[config.mk]
export PLATFORM = sky130hd
export DESIGN_NAME = mem_ctrl
export DESIGN_NICKNAME = d
export VERILOG_FILES = /design/src/rtl/mem_ctrl.sv
export SDC_FILE = /design/constraint.sdc
export NUM_CORES = 1
export LEC_CHECK = 0
export ABC_AREA = 1
export CORE_MARGIN = 4
export CORE_UTILIZATION = 45
export CTS_BUF_LIST = sky130_fd_sc_hd__clkbuf_8
export CTS_CLUSTER_SIZE = 8
export DETAILED_ROUTE_END_ITERATION = 10
export PLACE_DENSITY = 0.8
export REMOVE_ABC_BUFFERS = 1
export SETUP_SLACK_MARGIN = 0.3
export SLEW_MARGIN = 20
export SYNTH_ARGS = -nofsm -noshare
export SYNTH_HDL_FRONTEND = slang
export SYNTH_SLANG_ARGS = --single-unit
[constraint.sdc]
create_clock -name clk -period 3.22 [get_ports clk]
set_input_delay 0.322 -clock clk [delete_from_list [all_inputs] [get_ports clk]]
set_output_delay 0.322 -clock clk [all_outputs]
set_load 0.02 [all_outputs]
[src/rtl/mem_ctrl.sv]
// Byte-wide RAM arbiter: the MEM stage has absolute priority, and an
// instruction-fetch engine assembles 32-bit words from four byte reads.
module mem_ctrl (
  input  logic        clk,
  input  logic        rst,
  input  logic [1:0]  mem_rw_i,
  input  logic [31:0] mem_addr_i,
  input  logic [7:0]  mem_data_i,
  output logic [7:0]  mem_data_o,
  input  logic        if_req_i,
  input  logic [31:0] if_addr_i,
  input  logic        if_flush_i,
  output logic [31:0] if_inst_o,
  output logic        if_valid_o,
  output logic [31:0] ram_a_o,
  output logic        ram_wr_o,
  output logic [7:0]  ram_dout_o,
  input  logic [7:0]  ram_din_i
);

  typedef enum logic [0:0] {
    IDLE  = 1'b0,
    FETCH = 1'b1
  } state_t;

  state_t      state_r;
  state_t      state_s;
  logic [31:0] base_r;
  logic [1:0]  issue_cnt;
  logic [1:0]  recv_cnt;
  logic        pend;
  logic [7:0]  b0_r;
  logic [7:0]  b1_r;
  logic [7:0]  b2_r;
  logic [31:0] if_inst_r;
  logic        if_valid_r;

  logic mem_act_s;
  logic accept_s;
  logic all_issued_s;
  logic issue_s;
  logic capture_s;
  logic done_s;

  assign mem_data_o = ram_din_i;
  assign if_inst_o  = if_inst_r;
  assign if_valid_o = if_valid_r;

  // Request decode; four bytes are out once byte 3 is in flight (pend with recv_cnt at 3)
  always_comb begin
    mem_act_s    = (mem_rw_i == 2'b01) || (mem_rw_i == 2'b10);
    accept_s     = (state_r == IDLE) && if_req_i && !if_flush_i;
    all_issued_s = pend && (recv_cnt == 2'd3);
    issue_s      = (state_r == FETCH) && !mem_act_s && !all_issued_s;
    capture_s    = pend && !if_flush_i;
    done_s       = capture_s && (recv_cnt == 2'd3);
  end

  // Next-state logic; flush overrides both accept and completion
  always_comb begin
    state_s = state_r;
    if (if_flush_i) begin
      state_s = IDLE;
    end else begin
      case (state_r)
        IDLE: begin
          if (accept_s) state_s = FETCH;
          else          state_s = IDLE;
        end
        FETCH: begin
          if (done_s) state_s = IDLE;
          else        state_s = FETCH;
        end
        default: state_s = IDLE;
      endcase
    end
  end

  // RAM port mux: reset forces an idle bus, then MEM, then fetch issue
  always_comb begin
    ram_a_o    = 32'd0;
    ram_wr_o   = 1'b0;
    ram_dout_o = 8'd0;
    if (rst) begin
      ram_a_o    = 32'd0;
      ram_wr_o   = 1'b0;
      ram_dout_o = 8'd0;
    end else if (mem_act_s) begin
      ram_a_o    = mem_addr_i;
      ram_wr_o   = (mem_rw_i == 2'b10);
      ram_dout_o = mem_data_i;
    end else if (issue_s) begin
      ram_a_o    = base_r + {30'd0, issue_cnt};
      ram_wr_o   = 1'b0;
      ram_dout_o = 8'd0;
    end else begin
      ram_a_o    = 32'd0;
      ram_wr_o   = 1'b0;
      ram_dout_o = 8'd0;
    end
  end

  // State register
  always_ff @(posedge clk) begin
    if (rst) state_r <= IDLE;
    else     state_r <= state_s;
  end

  // Fetch datapath: base, counters, byte lanes and the output word
  always_ff @(posedge clk) begin
    if (rst) begin
      base_r     <= 32'd0;
      issue_cnt  <= 2'd0;
      recv_cnt   <= 2'd0;
      pend       <= 1'b0;
      b0_r       <= 8'd0;
      b1_r       <= 8'd0;
      b2_r       <= 8'd0;
      if_inst_r  <= 32'd0;
      if_valid_r <= 1'b0;
    end else begin
      if_valid_r <= 1'b0;
      pend       <= issue_s && !if_flush_i;
      if (if_flush_i) begin
        issue_cnt <= 2'd0;
        recv_cnt  <= 2'd0;
      end else if (accept_s) begin
        base_r    <= if_addr_i;
        issue_cnt <= 2'd0;
        recv_cnt  <= 2'd0;
      end else begin
        if (issue_s) issue_cnt <= issue_cnt + 2'd1;
        if (capture_s) begin
          recv_cnt <= recv_cnt + 2'd1;
          case (recv_cnt)
            2'd0:    b0_r <= ram_din_i;
            2'd1:    b1_r <= ram_din_i;
            2'd2:    b2_r <= ram_din_i;
            default: b2_r <= b2_r;
          endcase
        end
        // Byte 3 goes straight from the RAM into the output word
        if (done_s) begin
          if_inst_r  <= {ram_din_i, b2_r, b1_r, b0_r};
          if_valid_r <= 1'b1;
        end
      end
    end
  end

endmodule

==> results by group <==
Min path
  – Hold Path End: if_inst_o[3]
  – Hold/Removal Path Class: reg -> reg
  – Hold path cells: 2
  – Worst hold start: b0_r[3]

Worst setup path
  – Reg-to-reg endpoint: base_r[16]
  – Crit end category: primary output
  – Reg-to-Reg Start: state_r
  – Flop-to-flop setup slack: 1.45 ns
  – Crit. Startpoint: issue_cnt[1]
  – CP startpoint kind: flop
  – Cells on worst reg2reg path: 6
  – Worst path arrival time: 2.49 ns
  – Critical Path Fanout Max: 4
  – Critical path class: reg -> out
  – CP required: 2.90 ns

Floorplanning
  – Row count: 37
  – Initial core utilization: 46.7%
  – Die area: 0.0126 sq mm
  – Die height: 112 microns
  – I/O pin cnt: 168
  – CORE AREA: 0.0105 sq mm
  – Chip width: 112 microns

Synthesis
  – Leading area contributor after synthesis: dfxtp_1
  – Post-synth EDFFs: 0
  – Share of the synthesized area in the top cell type: 38.9%
  – List of most frequent post-synthesis cells: nor2_1, nand2_1, o21ai_0, dfxtp_1, inv_1
  – YS warnings: 0
  – Synth top area cells: dfxtp_1, nor2_1, o21ai_0, nand2_1, inv_1
  – Distinct cells, synth: 29
  – Synth Flop Type: dfxtp_1
  – Cell with the most instances after synthesis: nor2_1
  – Ys async rst share: 0%
  – Post-Syn Instances: 743
  – Sequential share of the synthesized area: 38.9%
  – Flops & latches, synth: 95
  – Synthesized area per cell: 6.58 sq um
  – Mapped cell area: 0.00489 sq mm

Cells and area
  – Final core utilization: 65.3%
  – Fraction of layout cells with a size suffix above 1: 6.58%
  – Area Growth Syn to Fin: 39.9%
  – ANT cells: 0
  – Final nets: 986
  – Filler instances: 954

Power
  – Clock power frac: 33.3%
  – Pwr per Cell Area: 353 mW/mm^2
  – Switch share: 29.4%
  – Internal power: 0.00171 W
  – Net switching power: 0.000710 W
  – Combinational share of power: 15.6%
  – Lkg Pwr: 2.79 nW
  – Seq pwr share: 51.2%
  – Worst IR drop on VDD: 280 uV

Detailed routing
  – Wire length per cell: 13.7 microns
  – Vias: 5174
  – Total Routed Length: 14.2 mm
  – Initial drt markers: 191
  – Post-route ant nets: 0
  – Remaining DRCs: 0
  – DRT Pass-1 Iters: 5
  – Vias per cell: 5.01

STA
  – Clock skew: 0.0147 ns
  – Final setup fails: 0
  – Post-route setup TNS: 0 ns
  – Final hold vios: 0
  – RSZ-0062 raised after global routing: yes
  – Period minus WS final: 2.81 ns
  – Fmax: 355 MHz
  – Max Slew Vio Count: 0
  – Min Hold Slack: 0.461 ns
  – Worst-margin pin slew: 0.868 ns
  – Max_slew headroom: 42.0%
  – Part of the cycle the worst path needs: 87.4%

Clock tree
  – Clk root buf: clkbuf_8
  – CTS Sinks: 95
  – CTS tree: built
  – Clk slew on worst S/H paths: 0.10 ns
  – Clock Path Buffers: 2
  – Htree depth: 3
  – Later-pin clock latency in the skew report: 0.38 ns
  – CTS Buf Count: 9
  – Hold buffer count at cts: 0

Global route
  – Total track usage: 21.9%
  – Vias in the first global route: 4783
  – Initial antenna violation count: 0
  – Largest net degree at the start of global routing: 61
  – First-pass GRT wire length: 22.8 mm
  – Gr ovfl total: 0

Place
  – Dpl hpwl: 10.6 mm
  – # port buffers: 167
  – Gpl congestion: 0.925

Run
  – Max_cap viols: 0

Outcome
  – Status: completed
## area by class of cell
type | instances | area, sq um | share of cell area, %
multi-input cells | 529 | 2510 | 36.7
flip-flops and latches | 95 | 1900 | 27.8
repair buffers | 174 | 1740 | 25.4
inverters | 83 | 314 | 4.59
well taps | 136 | 170 | 2.49
clock buffers | 9 | 124 | 1.81
clock inverters | 7 | 81.3 | 1.19
## worst max-delay path: stages, from the launching register on
cell	delay [ns]
dfxtp_1	0.36
ha_1	0.28
nand2_1	0.07
a21oi_2	0.26
nand2_1	0.17
nor2_1	0.13
nand2_1	0.07
nand2_1	0.06
nand3_1	0.07
nand2_1	0.06
clkdlybuf4s50_1	0.59
## state kept, by name (all words and copies together), names as in the netlist
name	flops
issue_cnt	2
b1_r	8
if_valid_o	1
state_r	1
pend	1
recv_cnt	2
b2_r	8
if_inst_o	32
base_r	32
b0_r	8
## power by group through the flow
stage                     logic [W]  clock network [W]  registers (W)
after floorplan            0.000162                  0        0.00125
after global placement     0.000380                  0        0.00126
after detailed placement   0.000382                  0        0.00126
after CTS                  0.000378           0.000820        0.00123
after global routing       0.000415           0.000864        0.00124
final                      0.000377           0.000803        0.00124
## per-stage QoR
step	instance area (sq um)	worst slack [ns]	power [W]	std cells
after global routing	6840	0.234	0.00252	1033
final	6840	0.406	0.00242	1033
after global placement	6580	0.365	0.00164	1016
after floorplan	4680	0.548	0.00141	707
after CTS	6780	0.0670	0.00243	1032
after detailed placement	6580	0.315	0.00164	1016
## layout by cell type (no fill, tap or decap), types with 2 or more instances in the layout
| cell | netlist | layout |
|---|---|---|
| inv_6 | 0 | 2 |
| clkinv_8 | 0 | 2 |
| dfxtp_1 | 95 | 94 |
| and2_1 | 2 | 2 |
| ha_1 | 7 | 7 |
| buf_4 | 10 | 6 |
| nor2_4 | 4 | 8 |
| dlymetal6s2s_1 | 0 | 6 |
| a21oi_1 | 54 | 54 |
| nor2_2 | 8 | 8 |
| o21ai_1 | 7 | 9 |
| clkbuf_8 | 0 | 9 |
| inv_8 | 0 | 2 |
| nand2_1 | 134 | 134 |
| nand2_2 | 4 | 4 |
| dlygate4sd2_1 | 0 | 8 |
| clkdlybuf4s50_1 | 0 | 149 |
| inv_2 | 4 | 5 |
| clkdlybuf4s15_1 | 0 | 3 |
| nand3_2 | 4 | 6 |
| inv_1 | 78 | 77 |
| o21ai_0 | 104 | 102 |
| nor2_1 | 146 | 142 |
| nand3_1 | 37 | 35 |
| nand4_1 | 8 | 8 |
| o211ai_1 | 3 | 3 |
## what timing repair did
action,in CTS,in global routing
endpoints found under the setup margin,13,31
hold endpoints to repair,0,0
gates resized for setup,15,21
cloned,0,0
pin swaps,0,3
buffers inserted,0,1
## routing by layer
layer | share of wire, % | up-vias | global-route usage (%)
met5 | 0 | - | 0
met4 | 2.5 | 0 | 8.01
met3 | 9.0 | 25 | 6.58
met2 | 46 | 185 | 36.0
met1 | 43 | 2285 | 27.3
li1 | - | 2679 | -
## cells by family (layout without fill, tap and decap cells)
kind of cell,after synthesis,count (layout),synth area share [%]
flip-flops,95,95,38.9
AO/OA/AOI/OAI,171,171,17.9
buffers and inverters,119,273,10.7
AND/OR/NAND/NOR,349,349,30.1
XOR/XNOR,1,1,0.179
adder cells (fa/ha/maj),8,8,2.20
## how the worst max path moves through the flow
stage | depth (start not counted) | to
2_1_floorplan | 5 | ram_dout_o[0]
3_3_place_gp | 9 | ram_a_o[8]
3_5_place_dp | 8 | ram_a_o[2]
4_1_cts | 11 | ram_a_o[28]
5_1_grt | 10 | ram_a_o[31]
6_report | 10 | ram_a_o[31]
No activity file was read; power rests on OpenSTA's default activity.
